[config.mk]
export PLATFORM = sky130hd
export DESIGN_NAME = button_conditioner
export DESIGN_NICKNAME = d
export VERILOG_FILES = /design/src/rtl/timer_pkg.sv /design/src/rtl/key_debounce.sv /design/src/rtl/button_conditioner.sv
export SDC_FILE = /design/constraint.sdc
export NUM_CORES = 1
export LEC_CHECK = 0
export ABC_CLOCK_PERIOD_IN_PS = 3000
export CAP_MARGIN = 40
export CELL_PAD_IN_SITES_DETAIL_PLACEMENT = 1
export CELL_PAD_IN_SITES_GLOBAL_PLACEMENT = 2
export CORE_MARGIN = 2
export CORE_UTILIZATION = 42
export DETAILED_ROUTE_END_ITERATION = 8
export GPL_ROUTABILITY_DRIVEN = 1
export MAX_ROUTING_LAYER = met4
export PLACE_DENSITY_LB_ADDON = 0.1
export SKIP_LAST_GASP = 1
export SLEW_MARGIN = 5
export SYNTH_ARGS = -nofsm -noshare
export SYNTH_HDL_FRONTEND = slang
export SYNTH_SLANG_ARGS = --single-unit
[constraint.sdc]
create_clock -name CLK_50MHz -period 3 [get_ports CLK_50MHz]
set_input_delay 0.3 -clock CLK_50MHz [delete_from_list [all_inputs] [get_ports CLK_50MHz]]
set_output_delay 0.3 -clock CLK_50MHz [all_outputs]
set_load 0.1 [all_outputs]
[src/rtl/timer_pkg.sv]
// Shared definitions for the push-button front end of the timer:
// key FSM state encoding, default timing constants and a counter sizing helper.
package timer_pkg;

  typedef enum logic [1:0] {
    S_ARM     = 2'd0,
    S_IDLE    = 2'd1,
    S_PRESSED = 2'd2,
    S_LONG    = 2'd3
  } keyState_t;

  // 20 ms and 2 s at a 50 MHz clock.
  localparam int DEFAULT_DEBOUNCE_CYCLES   = 1000000;
  localparam int DEFAULT_LONG_PRESS_CYCLES = 100000000;

  // Width of a counter that must hold values up to n-1; never narrower than one bit.
  function automatic int cntWidth(input int n);
    return (n > 1) ? $clog2(n) : 1;
  endfunction

endpackage

[src/rtl/key_debounce.sv]
// One raw active-low key: 2-flop synchroniser, debounce counter and debounced level.
// armOk rises once the key has been seen released (through the synchroniser and
// at the debounced level) long enough to flush the reset-forced synchroniser
// values, so a key held through reset cannot look released.
module key_debounce
  import timer_pkg::*;
#(
  parameter int DEBOUNCE_CYCLES = DEFAULT_DEBOUNCE_CYCLES
) (
  input  logic clk,
  input  logic rst,
  input  logic keyRaw_n,
  output logic keyDeb_n,
  output logic armOk
);

  localparam int                CNT_W      = cntWidth(DEBOUNCE_CYCLES);
  localparam logic [CNT_W-1:0]  CNT_MAX    = CNT_W'(DEBOUNCE_CYCLES - 1);
  localparam int                ARM_CYCLES = DEBOUNCE_CYCLES + 2;
  localparam int                ARM_W      = $clog2(ARM_CYCLES + 1);
  localparam logic [ARM_W-1:0]  ARM_MAX    = ARM_W'(ARM_CYCLES);

  logic             sync_p0;
  logic             sync_p1;
  logic [CNT_W-1:0] debCnt;
  logic [ARM_W-1:0] armCnt;

  // Two-flop synchroniser for the asynchronous key input.
  always_ff @(posedge clk) begin
    if (rst) begin
      sync_p0 <= 1'b1;
      sync_p1 <= 1'b1;
    end else begin
      sync_p0 <= keyRaw_n;
      sync_p1 <= sync_p0;
    end
  end

  // Count consecutive disagreeing cycles; flip the debounced level on the last one.
  always_ff @(posedge clk) begin
    if (rst) begin
      keyDeb_n <= 1'b1;
      debCnt   <= '0;
    end else if (sync_p1 != keyDeb_n) begin
      if (debCnt == CNT_MAX) begin
        keyDeb_n <= sync_p1;
        debCnt   <= '0;
      end else begin
        debCnt <= debCnt + CNT_W'(1);
      end
    end else begin
      debCnt <= '0;
    end
  end

  // Saturating count of stable-released cycles used to leave the armed state.
  always_ff @(posedge clk) begin
    if (rst) begin
      armCnt <= '0;
    end else if (sync_p1 && keyDeb_n) begin
      if (armCnt != ARM_MAX) armCnt <= armCnt + ARM_W'(1);
    end else begin
      armCnt <= '0;
    end
  end

  assign armOk = (armCnt == ARM_MAX);

endmodule

[src/rtl/button_conditioner.sv]
// Start/stop and mode push-button conditioner for the timer core.
// Each key is debounced by key_debounce and tracked by its own FSM.
// Build option LONG_PRESS_EN: start key pulses StartStop on a short-press
// release and ClearPulse once when the hold reaches LONG_PRESS_CYCLES; without
// it StartStop pulses on press and ClearPulse is constant 0.
module button_conditioner
  import timer_pkg::*;
#(
  parameter int DEBOUNCE_CYCLES   = DEFAULT_DEBOUNCE_CYCLES,
  parameter int LONG_PRESS_CYCLES = DEFAULT_LONG_PRESS_CYCLES
) (
  input  logic CLK_50MHz,
  input  logic rst,
  input  logic KeyStart_n,
  input  logic KeyMode_n,
  output logic StartStop,
  output logic ModeSel,
  output logic ClearPulse
);

  logic      startDeb_n, startArmOk;
  logic      modeDeb_n, modeArmOk;
  keyState_t startState, startNext, startState_p1;
  keyState_t modeState, modeNext, modeState_p1;
  logic      startLong;
  logic      startEvt;
  logic      modeEvt;

  key_debounce #(.DEBOUNCE_CYCLES(DEBOUNCE_CYCLES)) uStartDeb (
    .clk      (CLK_50MHz),
    .rst      (rst),
    .keyRaw_n (KeyStart_n),
    .keyDeb_n (startDeb_n),
    .armOk    (startArmOk)
  );

  key_debounce #(.DEBOUNCE_CYCLES(DEBOUNCE_CYCLES)) uModeDeb (
    .clk      (CLK_50MHz),
    .rst      (rst),
    .keyRaw_n (KeyMode_n),
    .keyDeb_n (modeDeb_n),
    .armOk    (modeArmOk)
  );

`ifdef LONG_PRESS_EN
  localparam int                LONG_W   = cntWidth(LONG_PRESS_CYCLES);
  localparam logic [LONG_W-1:0] LONG_MAX = LONG_W'(LONG_PRESS_CYCLES - 1);

  logic [LONG_W-1:0] longCnt;
  logic              clearEvt;

  // Hold-time counter; runs only while the start key stays in S_PRESSED.
  always_ff @(posedge CLK_50MHz) begin
    if (rst) begin
      longCnt <= '0;
    end else if (startState == S_PRESSED && startNext == S_PRESSED) begin
      longCnt <= longCnt + LONG_W'(1);
    end else begin
      longCnt <= '0;
    end
  end

  assign startLong = (longCnt == LONG_MAX);
`else
  assign startLong = 1'b0;
`endif

  // State registers; the _p1 copies let the output logic see each transition.
  always_ff @(posedge CLK_50MHz) begin
    if (rst) begin
      startState    <= S_ARM;
      startState_p1 <= S_ARM;
      modeState     <= S_ARM;
      modeState_p1  <= S_ARM;
    end else begin
      startState    <= startNext;
      startState_p1 <= startState;
      modeState     <= modeNext;
      modeState_p1  <= modeState;
    end
  end

  // Next-state logic; release has priority over the long-press threshold.
  always_comb begin
    startNext = startState;
    case (startState)
      S_ARM:     if (startArmOk) startNext = S_IDLE;
      S_IDLE:    if (!startDeb_n) startNext = S_PRESSED;
      S_PRESSED: if (startDeb_n) startNext = S_IDLE;
                 else if (startLong) startNext = S_LONG;
      S_LONG:    if (startDeb_n) startNext = S_IDLE;
      default:   startNext = S_ARM;
    endcase

    modeNext = modeState;
    case (modeState)
      S_ARM:     if (modeArmOk) modeNext = S_IDLE;
      S_IDLE:    if (!modeDeb_n) modeNext = S_PRESSED;
      S_PRESSED: if (modeDeb_n) modeNext = S_IDLE;
      default:   modeNext = S_IDLE;
    endcase
  end

  // Output events decoded from the transition just taken.
  always_comb begin
`ifdef LONG_PRESS_EN
    startEvt = (startState_p1 == S_PRESSED) && (startState == S_IDLE);
    clearEvt = (startState_p1 == S_PRESSED) && (startState == S_LONG);
`else
    startEvt = (startState_p1 == S_IDLE) && (startState == S_PRESSED);
`endif
    modeEvt  = (modeState_p1 == S_IDLE) && (modeState == S_PRESSED);
  end

  // Registered outputs toward the timer core.
  always_ff @(posedge CLK_50MHz) begin
    if (rst) begin
      StartStop <= 1'b0;
      ModeSel   <= 1'b0;
    end else begin
      StartStop <= startEvt;
      ModeSel   <= ModeSel ^ modeEvt;
    end
  end

`ifdef LONG_PRESS_EN
  // Clear request register.
  always_ff @(posedge CLK_50MHz) begin
    if (rst) ClearPulse <= 1'b0;
    else     ClearPulse <= clearEvt;
  end
`else
  assign ClearPulse = 1'b0;
`endif

endmodule

# Word level (Yosys, flattened, before mapping)

Index checks and enable logic that the tools add are counted.
Widths: inputs -> output; s select.

Register bits: 96
Output and inout port bits: 3
Input bits: 4
Word-level logic and storage cells: 69

Reductions and logical operators: 15
Bitwise gates (word level): 5
Mux-type cells: 8
Equal/unequal tests: 21
Add/sub/neg operators: 4

Operator list:

| cell                  | count |
|---|---|
| $add 20x1->20 const B | 4 |
| $eq 20x20->1 const B  | 4 |
| $ne 20x20->1 const B  | 2 |
| $mux 2                | 6 |
| $pmux 2 s3            | 2 |
| $eq 2x1->1 const B    | 4 |
| $ne 2x2->1 const B    | 4 |
| $eq 2x2->1 const B    | 3 |
| $reduce_and 3->1      | 2 |
| $reduce_or 2->1       | 3 |
| $reduce_or 3->1       | 2 |
| $logic_and 1x1->1     | 4 |
| $logic_not 2->1       | 2 |
| $ne 2x1->1 const B    | 2 |
| $not 1->1             | 4 |
| $reduce_and 2->1      | 2 |
| $ne 1x1->1            | 2 |
| $xor 1x1->1           | 1 |

# Depth between registers and ports, before layout

Depth in word-level cells: 4
Depth in mapped cells: 7
Mapped depth without buffers: 6

# By module

A second synthesis with hierarchy kept.

Cells, all modules: 493
Area total of the unflattened synthesis: 4366.7 um^2

Modules (own cells, without submodules):

| module                   | cells an instance | area each (um^2) | sequential area each (um^2) | instances |
|---|---|---|---|---|
| key_debounce (uModeDeb)  | 232               | 2000.7           | 860.8                       | 1 |
| key_debounce (uStartDeb) | 226               | 1999.4           | 860.8                       | 1 |
| button_conditioner       | 35                | 366.6            | 200.2                       | 1 |

# Worst setup path before layout

Ideal clock, no wire load.

Path type: reg2reg
From: reg uModeDeb.debCnt[0]
To: reg uModeDeb.debCnt[14]
Arrival: 1788 ps
Library setup time: 70 ps
Clock period less this slack: 1858 ps
Buffers on the path: 1
Stages on the path, launching flop included: 7
Setup slack: 1142 ps
Data required time: 2930 ps
Cell sequence: dfxtp_1 > ha_1 > nand2_1 > or3_1 > buf_2 > or4_1 > a21oi_1

Word-level cells in the longest chain between the ends: 2
Elaborated cells on any way between the ends: 3
Classes of those cells: add/sub (1); eq/ne (1); reduce/logical (1)

Ends and longest elaborated chain:

| element                                               | RTL line           | text |
|---|---|---|
| from (decl)                                           | key_debounce.sv:25 | `logic [CNT_W-1:0] debCnt;` |
| from (signal assigned)                                | key_debounce.sv:49 | `debCnt <= debCnt + CNT_W'(1);` |
| branches (longest 2 deep; another with $add 20x1->20) | n/a                |  |

Several ways; the timed one is not identified.
A chain may end at the register's enable or synchronous reset.

# Worst setup path in the final report

From: reg uModeDeb.debCnt[9]
To: reg uModeDeb.debCnt[10]

Same word-level chain as after synthesis.

==> flow_summary_export.csv <==
group,metric,value,unit
finish,antenna_cells,0,
global_routing,grt_usage,17.7,%
finish,final_cells,634,
floorplan,dieHeight,105,um
clock_tree,clock-sinks,96,
sta,slew_viol_final,0,
finish,fin_area,0.00463,mm^2
sta,worstMarginPinSlew,807,ps
job,maxCapViolations,0,
synth,ys_seq_area_share,44.7,%
sta,hold_violations,0,
pwr,p_per_area,452,mW/mm^2
sta,fmax,443,MHz
sta,slew_headroom,46.2,%
clock_tree,numCtsBuffers,9,
sta,fin_crit,2260,ps
clock_tree,holdBufCountCts,0,
finish,synthToLayoutAreaGrowth,7.72,%
detailed_routing,firstDrtPassIters,4,
floorplan,initial_core_util,43.5,%
worst_setup_path,required,3230,ps
sta,setup_violations,0,
sta,skew,6.52,ps
placement,io_buffer_count,5,
floorplan,placementRows,36,
finish,final_common_cell,"dfxtp_1",
sta,grt_setup_unrepaired,"no",
worst_setup_path,arrival,2490,ps
placement,post-dp-hpwl,6180,um
worst_setup_path,slowest_delay,620,ps
synth,synth_area_leader_cell,"dfxtp_1",
placement,dpl.cell_count,620,
clock_tree,clk_pin_slew,80,ps
sta,fin_setup_tns,0,ps
placement,post_dp_cell_area,0.00447,mm^2
worst_setup_path,end_kind,"register",
pwr,power.leakage,1.36,nW
global_routing,grt_overflow,0,
finish,num-nets-final,510,
clock_tree,clkLatencyLatePin,360,ps
pwr,ir_drop,0.360,mV
outcome,status,"finished clean",
synth,ys_types,45,
worst_setup_path,worstSetupPathType,"register to register",
clock_tree,cts-root-buf,"clkbuf_8",
clock_tree,cts.path.max_buffers,2,
worst_setup_path,path_cells,"or4b_2 > nor4_2 > a211o_1 > nor2_1",
worst_setup_path,cp-start-kind,"register",
worst_setup_path,crit_path_top_delay_cell,"or4b_2",
detailed_routing,drt-total-wl,8830,um
detailed_routing,ant_nets,0,
detailed_routing,drc_errors,0,
clock_tree,cts_tree,"yes",
worst_setup_path,cp_max_fo,20,
clock_tree,cts_resized,0,
floorplan,die_w,105,um
worst_hold_path,min_path_type,"register to register",
placement,place_ws,724,ps
synth,avgSynthCellArea,8.68,um^2
synth,postSynthCellCount,495,
synth,synth_top_area_share,44.7,%
detailed_routing,avgViaCountPerCell,5.38,
synth,syn_nets,507,
synth,synth.area.top_cells,"dfxtp_1 45%, xnor2_1 6.9%, nor2_1 5.8%, xor2_1 3.5%, nand4_1 3.1%",
detailed_routing,wl_per_cell,13.9,um
floorplan,design.die.area,0.0111,mm^2
global_routing,antenna_found_initial,0,
sta,layout_setup_ws,744,ps
detailed_routing,vias,3411,
detailed_routing,drt_iter0_drc,77,
floorplan,boundaryPins,7,
sta,fin_crit_sh,75.2,%
sta,holdWs,414,ps
finish,drive_above_1_share,5.99,%
synth,ys_warn_count,0,
finish,final_cell_mix,"96 x dfxtp_1, 66 x nor2_1, 34 x xnor2_1, 26 x nand3_1, 25 x nand2_1",
synth,syn_area,0.00430,mm^2
placement,gp_congestion,0.737,
synth,synth-seq-cells,96,
clock_tree,ctsHtreeMaxLevel,3,
global_routing,grt_pass1_wl,15600,um
clock_tree,postCtsSetupBuffers,0,
global_routing,grt_max_degree,21,
floorplan,coreArea,0.00986,mm^2
global_routing,grt_pass1_vias,3386,
[kinds of logic after synthesis]
| logic type | after synthesis | synth area share (%) |
|---|---|---|
| mux | 1 | 0.233 |
| flops | 96 | 44.7 |
| other cells | 1 | 0.0873 |
| buf+inv | 37 | 3.47 |
| fa+ha+maj | 8 | 2.33 |
| simple gates | 245 | 30.8 |
| compound gates | 56 | 7.89 |
| xor+xnor | 51 | 10.4 |
[path summary, 6_finish.rpt]
kind,to,slack (ps),depth (start not counted),startpoint
setup / recovery,uModeDeb.debCnt[10],740,4,uModeDeb.debCnt[9]
hold / removal,uStartDeb.sync_p1,410,1,uStartDeb.sync_p0
setup reg to reg,uModeDeb.debCnt[10],740,4,uModeDeb.debCnt[9]
hold reg to reg,uStartDeb.sync_p1,410,1,uStartDeb.sync_p0
[per-layer routing]
layer,GRT usage [%],vias up,share of wire [%]
li1,-,1754,-
met1,21.5,1634,50
met2,28.6,19,47
met3,5.05,4,2.5
met4,5.43,0,0.63
met5,-,-,0
[sequential cells by signal (all words and copies together) (netlist names), 2 cells and up]
signal,cells
uModeDeb.armCnt,20
uModeDeb.debCnt,20
uStartDeb.armCnt,20
uStartDeb.debCnt,20
modeState,2
modeState_p1,2
startState,2
startState_p1,2
[cell usage after synthesis]
library cell,count
nand4_2,1
clkbuf_1,11
nand4b_1,1
inv_1,20
clkbuf_2,1
nor3b_1,1
o21ai_0,11
xnor2_1,34
nand3_2,2
o31ai_1,11
a211o_1,2
nor2b_1,7
and4_1,2
a41o_1,1
a211oi_1,2
xor2_1,17
ha_1,8
a21o_1,1
and3_1,7
nand2b_1,3
and2_1,3
conb_1,1
a21oi_1,24
or2_1,1
mux2i_1,1
nor3_1,19
nor2_1,66
nand3_1,26
or4_1,14
dfxtp_1,96
a31o_2,1
nor4_2,1
o21a_1,3
nand2_1,25
nand4_1,21
buf_4,1
or3_1,14
buf_2,4
and4b_1,1
nor4b_1,3
nor4_1,16
and4_2,1
or2_2,6
nor4bb_1,2
or4b_2,2
[final cells by class]
cell class | count | area, um^2
clock inverters | 1 | 5.00
clock buffers | 13 | 149
well taps | 133 | 166
multi-input cells | 362 | 2220
repair buffers | 9 | 85.1
inverters | 20 | 75.1
fillers | 1173 | 5240
flip-flops and latches | 96 | 1920
[critical path: cells and delay by family, from the launching register on]
| kind | cells | cell delay (ps) |
|---|---|---|
| AO/OA/AOI/OAI | 1 | 610 |
| flip-flops | 1 | 420 |
| AND/OR/NAND/NOR | 3 | 1090 |
[through the flow]
stage	power [W]	util [%]
2_1_floorplan	0.00136	-
3_3_place_gp	0.00138	45.2
3_5_place_dp	0.00138	45.3
4_1_cts	0.00213	46.9
5_1_grt	0.00218	46.9
6_report	0.00209	46.9
[report_power, final]
group / total, W / switching (W) / internal [W]
combinational: 0.0000567 / 0.0000359 / 0.0000207
clock: 0.000739 / 0.000423 / 0.000316
sequential: 0.00129 / 0.0000119 / 0.00128
total: 0.00209 / 0.000471 / 0.00162
No activity file was read; power rests on OpenSTA's default activity.
